### src/rtl/tsmp_classifier_if.sv
// Word-stream bundle for the CMC ingress path: one delimited data word plus its valid strobe.
interface tsmp_classifier_if #(
   parameter int DATA_WIDTH = 9
);
   logic [DATA_WIDTH-1:0] data;
   logic                  wr;

   modport master (output data, output wr);
   modport slave  (input  data, input  wr);
endinterface

### src/rtl/tsmp_classifier.sv
// TSMP frame classifier: tags frame heads in a fixed-latency delay line and filters per frame.
// Optional statistics counters are built when TSMP_CLASS_STATS_EN is defined.
module tsmp_classifier #(
   parameter int         DATA_WIDTH = 9,
   parameter int         ETYPE_OFS  = 12,
   parameter logic [7:0] ETYPE_HI   = 8'hff,
   parameter logic [7:0] ETYPE_LO   = 8'h01,
   parameter int         TYPE_OFS   = 14,
   parameter int         DEPTH      = 16
) (
   input  logic              i_clk,
   input  logic              i_rst_n,
   tsmp_classifier_if.slave  s_in,
   tsmp_classifier_if.master m_out,
   input  logic [1:0]        iv_mode,
   output logic              o_is_tsmp,
   output logic [7:0]        ov_type,
   output logic [15:0]       ov_tsmp_cnt,
   output logic [15:0]       ov_drop_cnt,
   output logic [15:0]       ov_err_cnt
);
   localparam int         LAST    = DEPTH - 1;
   localparam logic [7:0] EHI_IDX = 8'(ETYPE_OFS);
   localparam logic [7:0] ELO_IDX = 8'(ETYPE_OFS + 1);
   localparam logic [7:0] TYP_IDX = 8'(TYPE_OFS);
   localparam logic [7:0] AGE_MAX = 8'(DEPTH - 1);

   typedef enum logic {ST_IDLE, ST_IN_FRAME} state_t;

   function automatic logic mode_keep(input logic [1:0] mode, input logic is_tsmp);
      case (mode)
         2'd0:    return 1'b1;
         2'd1:    return is_tsmp;
         2'd2:    return !is_tsmp;
         default: return 1'b0;
      endcase
   endfunction

   state_t                state_q, state_d;
   logic                  delim, in_head, in_tail, in_acc, stray;
   logic                  hdr_q, hdr_d, mhi_q, mhi_d, mlo_q, mlo_d;
   logic [7:0]            idx_q, idx_d, age_q, age_d;
   logic                  fin, fin_tsmp, tmo;
   logic [7:0]            fin_type;

   logic                  stg_wr_q   [DEPTH];
   logic                  stg_wr_d   [DEPTH];
   logic                  stg_head_q [DEPTH];
   logic                  stg_head_d [DEPTH];
   logic [DATA_WIDTH-1:0] stg_data_q [DEPTH];
   logic [DATA_WIDTH-1:0] stg_data_d [DEPTH];
   logic                  stg_tsmp_q [DEPTH];
   logic                  stg_tsmp_d [DEPTH];
   logic [7:0]            stg_type_q [DEPTH];
   logic [7:0]            stg_type_d [DEPTH];

   logic                  out_head, keep_q, keep_d, out_wr_q, out_wr_d, tsmp_q, tsmp_d;
   logic [7:0]            type_q, type_d;
   logic [DATA_WIDTH-1:0] out_data_q, out_data_d;

   // Input tracker and header inspection; age_q is the stage the head enters on the next edge
   always_comb begin
      delim   = s_in.data[DATA_WIDTH-1];
      in_head = s_in.wr && delim && (state_q == ST_IDLE);
      in_tail = s_in.wr && delim && (state_q == ST_IN_FRAME);
      in_acc  = s_in.wr && (delim || (state_q == ST_IN_FRAME));
      stray   = s_in.wr && !delim && (state_q == ST_IDLE);

      state_d = state_q;
      if (in_head)      state_d = ST_IN_FRAME;
      else if (in_tail) state_d = ST_IDLE;

      hdr_d    = hdr_q;
      idx_d    = idx_q;
      age_d    = age_q;
      mhi_d    = mhi_q;
      mlo_d    = mlo_q;
      fin      = 1'b0;
      fin_tsmp = 1'b0;
      fin_type = 8'd0;
      tmo      = 1'b0;
      if (hdr_q) begin
         age_d = age_q + 8'd1;
         if (in_acc) begin
            idx_d = idx_q + 8'd1;
            if (idx_q == EHI_IDX) mhi_d = (s_in.data[7:0] == ETYPE_HI);
            if (idx_q == ELO_IDX) mlo_d = (s_in.data[7:0] == ETYPE_LO);
         end
         if (in_acc && (idx_q == TYP_IDX)) begin
            fin      = 1'b1;
            fin_tsmp = mhi_q && mlo_q;
            fin_type = fin_tsmp ? s_in.data[7:0] : 8'd0;
         end else if (in_tail) begin
            fin = 1'b1;
         end else if (age_q == AGE_MAX) begin
            fin = 1'b1;
            tmo = 1'b1;
         end
         if (fin) hdr_d = 1'b0;
      end
      if (in_head) begin
         hdr_d = 1'b1;
         idx_d = 8'd1;
         age_d = 8'd1;
         mhi_d = 1'b0;
         mlo_d = 1'b0;
      end
   end

   // Delay line; the verdict overrides the tag of the stage the head is moving into
   always_comb begin
      stg_wr_d[0]   = in_acc;
      stg_head_d[0] = in_head;
      stg_data_d[0] = s_in.data;
      stg_tsmp_d[0] = 1'b0;
      stg_type_d[0] = 8'd0;
      for (int i = 1; i < DEPTH; i++) begin
         stg_wr_d[i]   = stg_wr_q[i-1];
         stg_head_d[i] = stg_head_q[i-1];
         stg_data_d[i] = stg_data_q[i-1];
         stg_tsmp_d[i] = stg_tsmp_q[i-1];
         stg_type_d[i] = stg_type_q[i-1];
         if (fin && (age_q == 8'(i))) begin
            stg_tsmp_d[i] = fin_tsmp;
            stg_type_d[i] = fin_type;
         end
      end
   end

   // Output stage: tag and filter decision are taken once per head and held through the tail
   always_comb begin
      out_head = stg_wr_q[LAST] && stg_head_q[LAST];
      keep_d   = keep_q;
      tsmp_d   = tsmp_q;
      type_d   = type_q;
      if (out_head) begin
         keep_d = mode_keep(iv_mode, stg_tsmp_q[LAST]);
         tsmp_d = stg_tsmp_q[LAST];
         type_d = stg_type_q[LAST];
      end
      out_wr_d   = stg_wr_q[LAST] && keep_d;
      out_data_d = stg_data_q[LAST];
   end

   always_ff @(posedge i_clk or negedge i_rst_n) begin
      if (!i_rst_n) begin
         state_q <= ST_IDLE;
         hdr_q   <= 1'b0;
         idx_q   <= 8'd0;
         age_q   <= 8'd0;
         mhi_q   <= 1'b0;
         mlo_q   <= 1'b0;
         for (int i = 0; i < DEPTH; i++) begin
            stg_wr_q[i]   <= 1'b0;
            stg_head_q[i] <= 1'b0;
         end
         keep_q     <= 1'b0;
         out_wr_q   <= 1'b0;
         tsmp_q     <= 1'b0;
         type_q     <= 8'd0;
         out_data_q <= '0;
      end else begin
         state_q <= state_d;
         hdr_q   <= hdr_d;
         idx_q   <= idx_d;
         age_q   <= age_d;
         mhi_q   <= mhi_d;
         mlo_q   <= mlo_d;
         for (int i = 0; i < DEPTH; i++) begin
            stg_wr_q[i]   <= stg_wr_d[i];
            stg_head_q[i] <= stg_head_d[i];
         end
         keep_q     <= keep_d;
         out_wr_q   <= out_wr_d;
         tsmp_q     <= tsmp_d;
         type_q     <= type_d;
         out_data_q <= out_data_d;
      end
   end

   always_ff @(posedge i_clk) begin
      for (int i = 0; i < DEPTH; i++) begin
         stg_data_q[i] <= stg_data_d[i];
         stg_tsmp_q[i] <= stg_tsmp_d[i];
         stg_type_q[i] <= stg_type_d[i];
      end
   end

   assign m_out.data = out_data_q;
   assign m_out.wr   = out_wr_q;
   assign o_is_tsmp  = tsmp_q;
   assign ov_type    = type_q;

`ifdef TSMP_CLASS_STATS_EN
   function automatic logic [15:0] sat_inc(input logic [15:0] cnt, input logic inc);
      return (inc && (cnt != 16'hffff)) ? cnt + 16'd1 : cnt;
   endfunction

   logic [15:0] tsmp_cnt_q, tsmp_cnt_d, drop_cnt_q, drop_cnt_d, err_cnt_q, err_cnt_d;

   always_comb begin
      tsmp_cnt_d = sat_inc(tsmp_cnt_q, out_head && stg_tsmp_q[LAST]);
      drop_cnt_d = sat_inc(drop_cnt_q, out_head && !keep_d);
      err_cnt_d  = sat_inc(err_cnt_q, stray || tmo);
   end

   always_ff @(posedge i_clk or negedge i_rst_n) begin
      if (!i_rst_n) begin
         tsmp_cnt_q <= 16'd0;
         drop_cnt_q <= 16'd0;
         err_cnt_q  <= 16'd0;
      end else begin
         tsmp_cnt_q <= tsmp_cnt_d;
         drop_cnt_q <= drop_cnt_d;
         err_cnt_q  <= err_cnt_d;
      end
   end

   assign ov_tsmp_cnt = tsmp_cnt_q;
   assign ov_drop_cnt = drop_cnt_q;
   assign ov_err_cnt  = err_cnt_q;
`else
   logic unused_stats;
   assign unused_stats = stray | tmo;
   assign ov_tsmp_cnt  = 16'd0;
   assign ov_drop_cnt  = 16'd0;
   assign ov_err_cnt   = 16'd0;
`endif
endmodule

### src/flat_wrapper.sv
// flat-port wrapper written by rule: the top's interface ports become plain ports
module tsmp_classifier_flat 
#(
   parameter int         DATA_WIDTH = 9,
   parameter int         ETYPE_OFS  = 12,
   parameter logic [7:0] ETYPE_HI   = 8'hff,
   parameter logic [7:0] ETYPE_LO   = 8'h01,
   parameter int         TYPE_OFS   = 14,
   parameter int         DEPTH      = 16
)
  (i_clk, i_rst_n, iv_mode, o_is_tsmp, ov_type, ov_tsmp_cnt, ov_drop_cnt, ov_err_cnt, s_in_data, s_in_wr, m_out_data, m_out_wr);
  tsmp_classifier_if #(.DATA_WIDTH(DATA_WIDTH)) s_in_i ();
  tsmp_classifier_if #(.DATA_WIDTH(DATA_WIDTH)) m_out_i ();
  input  logic i_clk;
  input  logic i_rst_n;
  input  logic [1:0] iv_mode;
  output logic o_is_tsmp;
  output logic [7:0] ov_type;
  output logic [15:0] ov_tsmp_cnt;
  output logic [15:0] ov_drop_cnt;
  output logic [15:0] ov_err_cnt;
  input wire logic [$bits(s_in_i.data)-1:0] s_in_data;
  input wire logic [$bits(s_in_i.wr)-1:0] s_in_wr;
  output wire logic [$bits(m_out_i.data)-1:0] m_out_data;
  output wire logic [$bits(m_out_i.wr)-1:0] m_out_wr;
  assign s_in_i.data = s_in_data;
  assign s_in_i.wr = s_in_wr;
  assign m_out_data = m_out_i.data;
  assign m_out_wr = m_out_i.wr;
  tsmp_classifier #(.DATA_WIDTH(DATA_WIDTH), .ETYPE_OFS(ETYPE_OFS), .ETYPE_HI(ETYPE_HI), .ETYPE_LO(ETYPE_LO), .TYPE_OFS(TYPE_OFS), .DEPTH(DEPTH)) u_core (.i_clk(i_clk), .i_rst_n(i_rst_n), .s_in(s_in_i), .m_out(m_out_i), .iv_mode(iv_mode), .o_is_tsmp(o_is_tsmp), .ov_type(ov_type), .ov_tsmp_cnt(ov_tsmp_cnt), .ov_drop_cnt(ov_drop_cnt), .ov_err_cnt(ov_err_cnt));
endmodule
### config.mk
export PLATFORM = sky130hd
export DESIGN_NAME = tsmp_classifier_flat
export DESIGN_NICKNAME = d
export VERILOG_FILES = /design/src/rtl/tsmp_classifier_if.sv /design/src/rtl/tsmp_classifier.sv /design/src/flat_wrapper.sv
export SDC_FILE = /design/constraint.sdc
export NUM_CORES = 1
export LEC_CHECK = 0
export CORE_UTILIZATION = 45
export DETAILED_ROUTE_END_ITERATION = 10
export DONT_BUFFER_PORTS = 1
export GPL_ROUTABILITY_DRIVEN = 0
export GPL_TIMING_DRIVEN = 1
export PLACE_DENSITY = 0.63
export SLEW_MARGIN = 20
export SYNTH_ARGS = -nofsm -noshare
export SYNTH_HDL_FRONTEND = slang
export SYNTH_SLANG_ARGS = --single-unit
### constraint.sdc
create_clock -name i_clk -period 2.1 [get_ports i_clk]
set_clock_uncertainty 0.05 [all_clocks]
set_input_delay 0.315 -clock i_clk [delete_from_list [all_inputs] [get_ports i_clk]]
set_output_delay 0.315 -clock i_clk [all_outputs]
set_load 0.02 [all_outputs]
==> impl_summary.md <==
Outcome
The flow ran to the end, but the final reports show violations. The final reports fail on negative setup slack.

Route
In the final routed layout, each cell accounts on average for 13.1 um. In the routed layout, each cell is associated on average with a via count of 4.50. The overall via count from detail_route is 5023. The total length of routed met2 wires is 6990 um. After detailed routing, the number of remaining DRC violations is 0. In this run the remaining antenna-violating nets after routing total 0. The highest metal layer with signal wires is met4. Summed over all layers, the routed wires come to 14600 um. For this block, wires on met1 add up to 6300 um. After the first detailed-routing iteration, the DRC count stood at 127. For this run, the detailed router's first-pass iteration total came to 6. The routed length on met3 is 768 um.

Worst setup path
The total buffers and inverters traversed by the critical path is 1. The cell class contributing the biggest share of worst-path delay is simple AND/OR/NAND/NOR gates. Measured in cells, the most critical reg-to-reg path has a length of 5. The worst-case register-to-register setup slack is -0.06 ns.

The data required time of the worst path is 2.43 ns. The worst setup path is launched from a flop. The kind of end point of the critical path is a flop. On the worst path, the slowest cell contributes a delay of 0.56 ns. Of all nets on the critical path, the largest fanout is 9. Traced cell by cell, the critical path runs through nor4_4 > a31oi_4 > or4_1 > buf_6 > mux2_4. The slowest stage cell on the critical path is or4_1. The critical setup path kind is reg -> reg.

At the worst endpoint, the arrival time is 2.49 ns. In this run the number of cells on the critical path is 5.

Die
The die extent in x is 155 um. After floorplanning, the core was divided into 55 placement rows. The area of the core is 22800 um^2. Pin placement for this block handled 81 I/O pins. The die is 155 um tall. The die covers 24100 um^2. For this configuration, the core starts out at a cell density of 0.462.

Finish
The final instance count without filler cells is 1117. The area added between synthesis and finish is 21.7%. Leaving out fill and tap cells, the most frequent cell in the layout is dfxtp_1. The library cells used most frequently in the layout, excluding fill and tap cells, are dfxtp_1 (279), mux2_4 (81), dfrtp_1 (71). The repair_antennas step left the layout with diodes totalling 0. The net count of the finished layout is 802.

Of the cells placed in the final design, the portion with a size suffix greater than 1 is 0.337.

Clock network
TritonCTS built the clock tree. The maximum level of the CTS H-tree is 2. The CTS buffer count is 35.

Clock tree synthesis found a total of 351 sinks. The worst-case clock buffer depth is 3. Clock tree synthesis selected as its root buffer the cell clkbuf_16.

The clock latency of the later-clocked register in the worst-skew pair is 0.49 ns. The clock-pin slew reported for the worst setup and hold paths after clock tree synthesis is 0.06 ns.

GRT
Entering global routing, the biggest net connects 73 pins. The first global-routing pass estimated 24500 um of wire. The via count of the first global-routing pass is 5067. For this run the aggregate overflow at the end of global routing stands at 0.

The overall routing resource usage is 0.127. The initial antenna violation count is 0.

Yosys
By area the synthesized netlist is led by dfxtp_1 (53%), dfrtp_1 (17%), mux2_2 (12%), mux2_4 (3.8%), buf_4 (3.4%). dfxtp_1 takes more of the synthesized area than any other cell. Of the synthesized area, sequential elements account for 0.700. Of the post-synthesis cell area, the dominant cell type holds 0.529. The mean post-synth cell area is 14.9 um^2. The yosys synthesis warning count is 0. The netlist uses 38 different library cells. The mapped netlist covers 10600 um^2.

After synthesis the netlist holds a flip-flop and latch count of 351. The number of cells produced by synthesis is 707.

Power and ir drop
The overall power is 14.5 mW. IR analysis of the VDD net gives a maximum drop of 0.000933 V. The total power per unit cell area is 1130 nW/um^2.

The static leakage is 5.67 nW.

Timing
The smallest hold slack is 0.0265 ns. The smallest clock period supported by the final layout is computed as 2.16 ns. The number of pins with negative max-slew slack in the final report is 0. The share of the clock period used by the worst path after layout is 1.03. Derived from the worst setup path, the maximum achievable clock frequency is 464 MHz.

Setup repair after global routing could not meet its margin everywhere. In the final timing run, aggregate negative setup slack is -1.53 ns. The count of endpoints failing hold in the final timing report came to 0. After layout, the worst setup slack is -0.0572 ns.

The number of endpoints failing setup at the final stage is 67.

Flow run
Max-cap violations in this run came to 0.

Placement
The cell count after placement is 1039. The minimum setup slack after placement is -0.0872 ns. Summed over all nets, the half-perimeter wirelength after detailed placement is 9140 um. The count of buffers from port buffering is 0.

Worst hold path
The path type of the worst min-delay path is in -> reg. Counting instances, the worst hold path has a depth of 3.
## layout make-up
type,instances,area [um^2]
inverters,6,22.5
well taps,313,392
multi-input cells,323,3080
clock inverters,8,90.1
repair buffers,63,748
flip-flops and latches,351,7390
clock buffers,53,1120
fillers,1843,10000
## power by group
part	internal, mW	switching [mW]	total, mW	leakage [nW]
Clock	3.91	2.33	6.24	0.604
Combinational	0.435	0.646	1.08	1.84
Sequential	6.99	0.161	7.15	3.23
## synthesized netlist by cell type
master    number
dfxtp_1      279
mux2_2       110
dfrtp_1       72
buf_4         48
mux2_4        27
clkbuf_1      20
and2_1        19
nand2_1       17
nor2_1        13
nand3_1       11
xor2_1        10
o21ai_0        9
ha_1           8
nor4_4         8
inv_1          6
nand4_1        6
and3_1         5
buf_6          5
or3_1          5
a31oi_1        3
and4_1         3
a21oi_1        2
nand2b_1       2
nor4_1         2
o31ai_1        2
or2_2          2
or4b_4         2
a22oi_1        1
a311oi_1       1
and2_0         1
buf_1          1
conb_1         1
mux2i_1        1
nor3_1         1
o211a_1        1
or4_1          1
or4_4          1
xnor2_1        1
## flip-flops by register name (all words and copies together), names as in the netlist, 8 cells and up
signal             count
u_core.stg_wr_d       15
u_core.stg_type_q    120
u_core.ov_type         8
u_core.stg_tsmp_q     15
u_core.age_q           8
u_core.idx_q           8
u_core.stg_head_d     15
u_core.m_out.data      9
u_core.stg_data_q    144
## cell families (layout without fill, tap and decap cells)
group           after synthesis  count (layout)  synth area share
simple gates                 99              99            0.0643
xor+xnor                     11              11           0.00913
buf+inv                      80             130            0.0491
other cells                   1              48          0.000355
flops                       351             351             0.700
fa+ha+maj                     8               8           0.00949
compound gates               19              19            0.0109
mux                         138             138             0.157
## path summary, 6_finish.rpt
kind                                          from                 endpoint
hold reg to reg            u_core.stg_data_q[5][2]  u_core.stg_data_q[6][2]
setup reg to reg                   u_core.idx_q[5]  u_core.stg_type_q[5][7]
setup / recovery                   u_core.idx_q[5]  u_core.stg_type_q[5][7]
max in group asynchronous                  i_rst_n          u_core.idx_q[5]
hold / removal                             s_in_wr          u_core.idx_q[7]
min in group asynchronous                  i_rst_n     u_core.m_out.data[7]
## per-layer routing
metal  global-route usage  vias to the layer above
met4               0.0726                        0
met3               0.0365                       44
met2                0.207                      128
met1                0.151                     2426
met5                    0                        -
li1                     -                     2425
## repair_timing
| item | CTS | global route |
|---|---|---|
| gates cloned | 0 | 1 |
| resized for setup | 18 | 23 |
| buffers inserted | 0 | 4 |
| hold buffers | 12 | 0 |
| hold endpoints to repair | 95 | 0 |
| pin swaps | 5 | 10 |
| endpoints found under the setup margin | 117 | 130 |
## worst reg2reg max path: cells and delay by family, from the launching register on
family | cells | cell delay, ns
buffers and inverters | 1 | 0.17
AOI/OAI and AO/OA | 1 | 0.18
and+or+nand+nor | 2 | 0.92
muxes | 1 | 0.30
DFF | 1 | 0.42
## stage by stage
| stage | cell area [um^2] | utilization |
|---|---|---|
| after global routing | 12800 | 0.562 |
| after floorplan | 10900 | - |
| after detailed placement | 11300 | 0.495 |
| final | 12800 | 0.562 |
| after global placement | 11300 | 0.495 |
| after CTS | 12700 | 0.557 |
No activity file was read; power rests on OpenSTA's default activity.
